## config.mk

```make
export PLATFORM = sky130hd
export DESIGN_NAME = video_timing_gen
export DESIGN_NICKNAME = d
export VERILOG_FILES = /design/src/rtl/video_timing_gen.sv
export SDC_FILE = /design/constraint.sdc
export NUM_CORES = 1
export LEC_CHECK = 0
export CORE_ASPECT_RATIO = 1.25
export CORE_MARGIN = 4
export CORE_UTILIZATION = 50
export CTS_BUF_LIST = sky130_fd_sc_hd__clkbuf_8 sky130_fd_sc_hd__clkbuf_16
export DETAILED_ROUTE_END_ITERATION = 10
export PLACE_DENSITY = 0.87
export SETUP_SLACK_MARGIN = 0.05
export SYNTH_ARGS = -nofsm -noshare
export SYNTH_HDL_FRONTEND = slang
export SYNTH_SLANG_ARGS = --single-unit
```

## constraint.sdc

```tcl
create_clock -name i_clk_74M -period 4.5 [get_ports i_clk_74M]
set_input_delay 0.675 -clock i_clk_74M [delete_from_list [all_inputs] [get_ports i_clk_74M]]
set_output_delay 0.675 -clock i_clk_74M [all_outputs]
set_load 0.02 [all_outputs]
```

## src/rtl/video_timing_gen.sv

```systemverilog
// video_timing_gen: raster timing generator (counters, syncs, data enable, line/frame strobes)
//
// Ports:
//   i_clk_74M      pixel clock
//   i_rst          synchronous reset, active-high
//   i_en           count enable; low freezes the raster position
//   o_hcnt/o_vcnt  pixel/line counters, active video starts at (0,0)
//   o_hs/o_vs      syncs with HS_POL/VS_POL active level
//   o_de           high inside the active area
//   o_line_start   one-cycle pulse when o_hcnt becomes 0
//   o_frame_start  one-cycle pulse when (o_hcnt,o_vcnt) becomes (0,0)
//   o_frame_cnt    frames started since reset, wrapping
module video_timing_gen #(
  parameter int   H_ACTIVE = 1280,
  parameter int   H_FP     = 110,
  parameter int   H_SYNC   = 40,
  parameter int   H_BP     = 220,
  parameter int   V_ACTIVE = 720,
  parameter int   V_FP     = 5,
  parameter int   V_SYNC   = 5,
  parameter int   V_BP     = 20,
  parameter logic HS_POL   = 1'b1,
  parameter logic VS_POL   = 1'b1
) (
  input  logic        i_clk_74M,
  input  logic        i_rst,
  input  logic        i_en,
  output logic [11:0] o_hcnt,
  output logic [11:0] o_vcnt,
  output logic        o_hs,
  output logic        o_vs,
  output logic        o_de,
  output logic        o_line_start,
  output logic        o_frame_start,
  output logic [15:0] o_frame_cnt
);
  localparam int H_TOTAL = H_ACTIVE + H_FP + H_SYNC + H_BP;
  localparam int V_TOTAL = V_ACTIVE + V_FP + V_SYNC + V_BP;
  localparam logic [11:0] H_LAST = 12'(H_TOTAL - 1);
  localparam logic [11:0] V_LAST = 12'(V_TOTAL - 1);

  if (H_TOTAL > 4096 || V_TOTAL > 4096) begin : g_bad_totals
    $error("video_timing_gen: H_TOTAL and V_TOTAL must not exceed 4096");
  end

  logic [11:0] r_hcnt, r_vcnt, w_hn, w_vn;
  logic [15:0] r_frame_cnt;
  logic        r_hs, r_vs, r_de, r_line_start, r_frame_start;
  logic        w_h_last, w_de, w_hs_act, w_vs_act, w_line, w_frame;

  // Every decode looks at the next position so the registered flags line up
  // with the registered counters in the same cycle.
  always_comb begin
    w_h_last = r_hcnt == H_LAST;
    w_hn     = !i_en ? r_hcnt : w_h_last ? 12'd0 : r_hcnt + 12'd1;
    w_vn     = !(i_en && w_h_last) ? r_vcnt : (r_vcnt == V_LAST) ? 12'd0 : r_vcnt + 12'd1;
    w_de     = int'(w_hn) < H_ACTIVE && int'(w_vn) < V_ACTIVE;
    w_hs_act = int'(w_hn) >= H_ACTIVE + H_FP && int'(w_hn) < H_ACTIVE + H_FP + H_SYNC;
    w_vs_act = int'(w_vn) >= V_ACTIVE + V_FP && int'(w_vn) < V_ACTIVE + V_FP + V_SYNC;
    w_line   = i_en && w_hn == 12'd0;
    w_frame  = w_line && w_vn == 12'd0;
  end

  always_ff @(posedge i_clk_74M) begin
    if (i_rst) begin
      r_hcnt        <= H_LAST;
      r_vcnt        <= V_LAST;
      r_de          <= 1'b0;
      r_hs          <= ~HS_POL;
      r_vs          <= ~VS_POL;
      r_line_start  <= 1'b0;
      r_frame_start <= 1'b0;
      r_frame_cnt   <= 16'd0;
    end else begin
      r_hcnt        <= w_hn;
      r_vcnt        <= w_vn;
      r_de          <= w_de;
      r_hs          <= w_hs_act ? HS_POL : ~HS_POL;
      r_vs          <= w_vs_act ? VS_POL : ~VS_POL;
      r_line_start  <= w_line;
      r_frame_start <= w_frame;
      r_frame_cnt   <= w_frame ? r_frame_cnt + 16'd1 : r_frame_cnt;
    end
  end

  assign o_hcnt        = r_hcnt;
  assign o_vcnt        = r_vcnt;
  assign o_hs          = r_hs;
  assign o_vs          = r_vs;
  assign o_de          = r_de;
  assign o_line_start  = r_line_start;
  assign o_frame_start = r_frame_start;
  assign o_frame_cnt   = r_frame_cnt;
endmodule

```

==> flow_metrics.py <==
metrics = {
    "timing": {
        "period_minus_slack_ps": 3640,
        "worstMarginPinSlew_ps": 713,
        "tns_ps": 0,
        "hold_viol_final": 0,
        "rsz0062_at_grt": "false",
        "finalMaxSlewViolations": 0,
        "relSlewSlack_pct": 52.4,
        "fin_crit_sh_pct": 80.8,
        "fin_skew_ps": 4.70,
        "setup_violations": 0,
        "max_freq_mhz": 275,
    },
    "drt": {
        "drt-total-wl_um": 7580,
        "antenna_left": 0,
        "num_vias": 2981,
        "route.detailed.drc": 0,
        "wire_per_inst_um": 16.8,
        "dr.pass1.iters": 5,
        "viasPerCell": 6.60,
        "drtIter0Drc": 385,
    },
    "floorplan": {
        "ios": 48,
        "row_count": 30,
        "core_sq_um": 5520,
        "die_w_um": 75.8,
        "die_y_um": 92.7,
        "dieArea_sq_um": 7020,
        "initial_core_util_pct": 52.0,
    },
    "global_routing": {
        "met3_usage_pct": 3.69,
        "grt-ovfl-total": 0,
        "met1_usage_pct": 31.7,
        "grt_pass1_vias": 2645,
        "gr-max-usage-layer": "met2",
        "grt_pass1_wl_um": 12700,
        "grt_max_degree": 32,
        "grt_usage_pct": 22.5,
        "use_met2_pct": 33.5,
        "antenna_found_initial": 0,
    },
    "logic_synthesis": {
        "synth_top_flop_cell": "dfxtp_1",
        "synth_warnings": 0,
        "yosys.area.top_type": "dfxtp_1",
        "ys_types": 54,
        "synth_edf_count": 0,
        "ys_ff_latch": 45,
        "synth_cells": 362,
        "postSynthAreaPerCell_sq_um": 7.93,
        "syn_area_sq_um": 2870,
        "synth_top_area_share_pct": 31.4,
        "synthTopCellsByArea": "dfxtp_1, o21ai_0, clkbuf_1, nand2_1, xnor2_1",
        "ys_seq_area_share_pct": 31.4,
        "async_reset_ff_share_pct": 0,
        "synthesis.nets": 370,
    },
    "cts": {
        "cts_tree": "built",
        "cts.sinks": 45,
        "cts.clk_slew.worst_paths_ps": 90,
        "clock_path_buffers": 2,
        "htreeDepth": 2,
        "cts_resized": 0,
        "cts_made_buffers": 5,
        "ctsHoldBuffers": 0,
        "cts_setup_buffers": 0,
        "insertion_delay_ps": 300,
        "cts_root_buf": "clkbuf_8",
    },
    "layout": {
        "final_cell_mix": "clkdlybuf4s50_1, dfxtp_1, nand2_1, o21ai_0, nor2_1",
        "layout_commonest_cell": "clkdlybuf4s50_1",
        "nets": 395,
        "areaGrowthSynthToFinish_pct": 19.4,
        "layout-drive-gt1-share_pct": 7.22,
        "antenna_cells": 0,
    },
    "power": {
        "peakVddDrop_mv": 0.225,
        "total_power_mw": 1.60,
        "powerDensity_nw_per_um2": 468,
        "leakagePower_nw": 1.18,
    },
    "status": {
        "status": "completed",
    },
    "setup_path": {
        "end_kind": "register",
        "worst_path_max_delay_cell": "or4_4",
        "critPathBufInv": 1,
        "slowest_delay_ps": 660,
        "worstPathCellList": "clkdlybuf4s50_1 > nand4b_1 > or3_4 > a22o_1 > or3b_1 > or4_4 > nor4_1 > mux2_2",
        "crit_path_max_fanout": 31,
        "required_ps": 4700,
        "critPathArrivalTime_ps": 3840,
        "worstSetupStartpointType": "input port",
        "critPathTopFamily": "simple AND/OR/NAND/NOR gates",
        "worstSetupPathType": "input port to register",
    },
    "hold_path": {
        "hold_class": "register to register",
    },
    "place": {
        "place.gp.congestion": 0.915,
        "port_buffers": 47,
        "dpl.hpwl_um": 5130,
    },
    "run": {
        "cap_violations": 0,
    },
}
[tightest hold or removal path: cells and delay by family, from the launching register on]
| family | cells | cell delay, ps |
|---|---|---|
| flops | 1 | 340 |
| compound gates | 2 | 160 |
[cell usage after synthesis, types with 4 or more instances]
cell type,count
inv_1,8
o21ai_0,21
o31ai_1,7
a31oi_1,7
nor3b_1,4
o311ai_0,8
buf_2,4
nor3_1,12
or2_2,9
and2_1,5
clkbuf_1,25
xor2_1,7
and4_1,4
nand4b_1,4
o41ai_1,9
a2111oi_0,4
nor2b_1,6
nand3_1,16
ha_1,5
and3_1,10
nand2b_1,5
nand2_1,24
a21oi_1,17
nor2_1,20
nand4_1,12
or4_1,4
xnor2_1,10
or3_1,7
dfxtp_1,45
[per-layer routing]
| layer | routed length [um] | part of all wire (%) | up-vias |
|---|---|---|---|
| li1 | - | - | 1420 |
| met1 | 3340 | 44 | 1413 |
| met2 | 3610 | 48 | 127 |
| met3 | 428 | 5.6 | 21 |
| met4 | 197 | 2.6 | 0 |
| met5 | 0 | 0 | - |
[path summary, 6_finish.rpt]
check	cells past startpoint	slack, ps	start	to
max	8	860	i_en	o_frame_cnt[5]$_SDFFE_PP0P_
min	2	520	o_frame_cnt[9]$_SDFFE_PP0P_	o_frame_cnt[9]$_SDFFE_PP0P_
max reg2reg	7	880	o_hcnt[9]$_SDFF_PP1_	o_frame_cnt[5]$_SDFFE_PP0P_
min reg2reg	2	520	o_frame_cnt[9]$_SDFFE_PP0P_	o_frame_cnt[9]$_SDFFE_PP0P_
[cell type report]
class                   instances  area (sq um)
fillers                       488          2090
multi-input cells             275          1800
flip-flops and latches         45           901
repair buffers                 52           508
well taps                      64          80.1
clock buffers                   5          68.8
clock inverters                 3          42.5
inverters                       8          30.0
[per-stage QoR]
stage	setup slack, ps	hold slack (ps)	cell area, sq um	util [%]	cells
3_3_place_gp	622	500	3320	60.1	444
3_5_place_dp	562	512	3320	60.1	444
2_1_floorplan	1000	574	2870	-	362
5_1_grt	756	551	3430	62.1	452
6_report	863	525	3430	62.1	452
4_1_cts	880	523	3430	62.1	452
[sequential cells by signal, indices dropped and copies added (netlist names)]
| signal | count |
|---|---|
| o_frame_start | 1 |
| o_vcnt | 12 |
| o_vs | 1 |
| o_de | 1 |
| o_hcnt | 12 |
| o_hs | 1 |
| o_line_start | 1 |
| o_frame_cnt | 16 |
[power breakdown]
group / leakage, nW / internal [mW] / total [mW] / switching (mW)
Combinational: 0.755 / 0.308 / 0.734 / 0.425
Sequential: 0.365 / 0.446 / 0.559 / 0.113
Clock: 0.0595 / 0.165 / 0.311 / 0.147
[cells by family after synthesis]
kind of cell | count (synthesis) | share of synthesized area, %
multiplexers | 3 | 1.13
XOR/XNOR | 17 | 5.19
flip-flops | 45 | 31.4
buffers and inverters | 42 | 6.19
AO/OA/AOI/OAI | 97 | 23.4
adder cells (fa/ha/maj) | 5 | 2.18
AND/OR/NAND/NOR | 153 | 30.6
(Power assumes the default switching activity.)
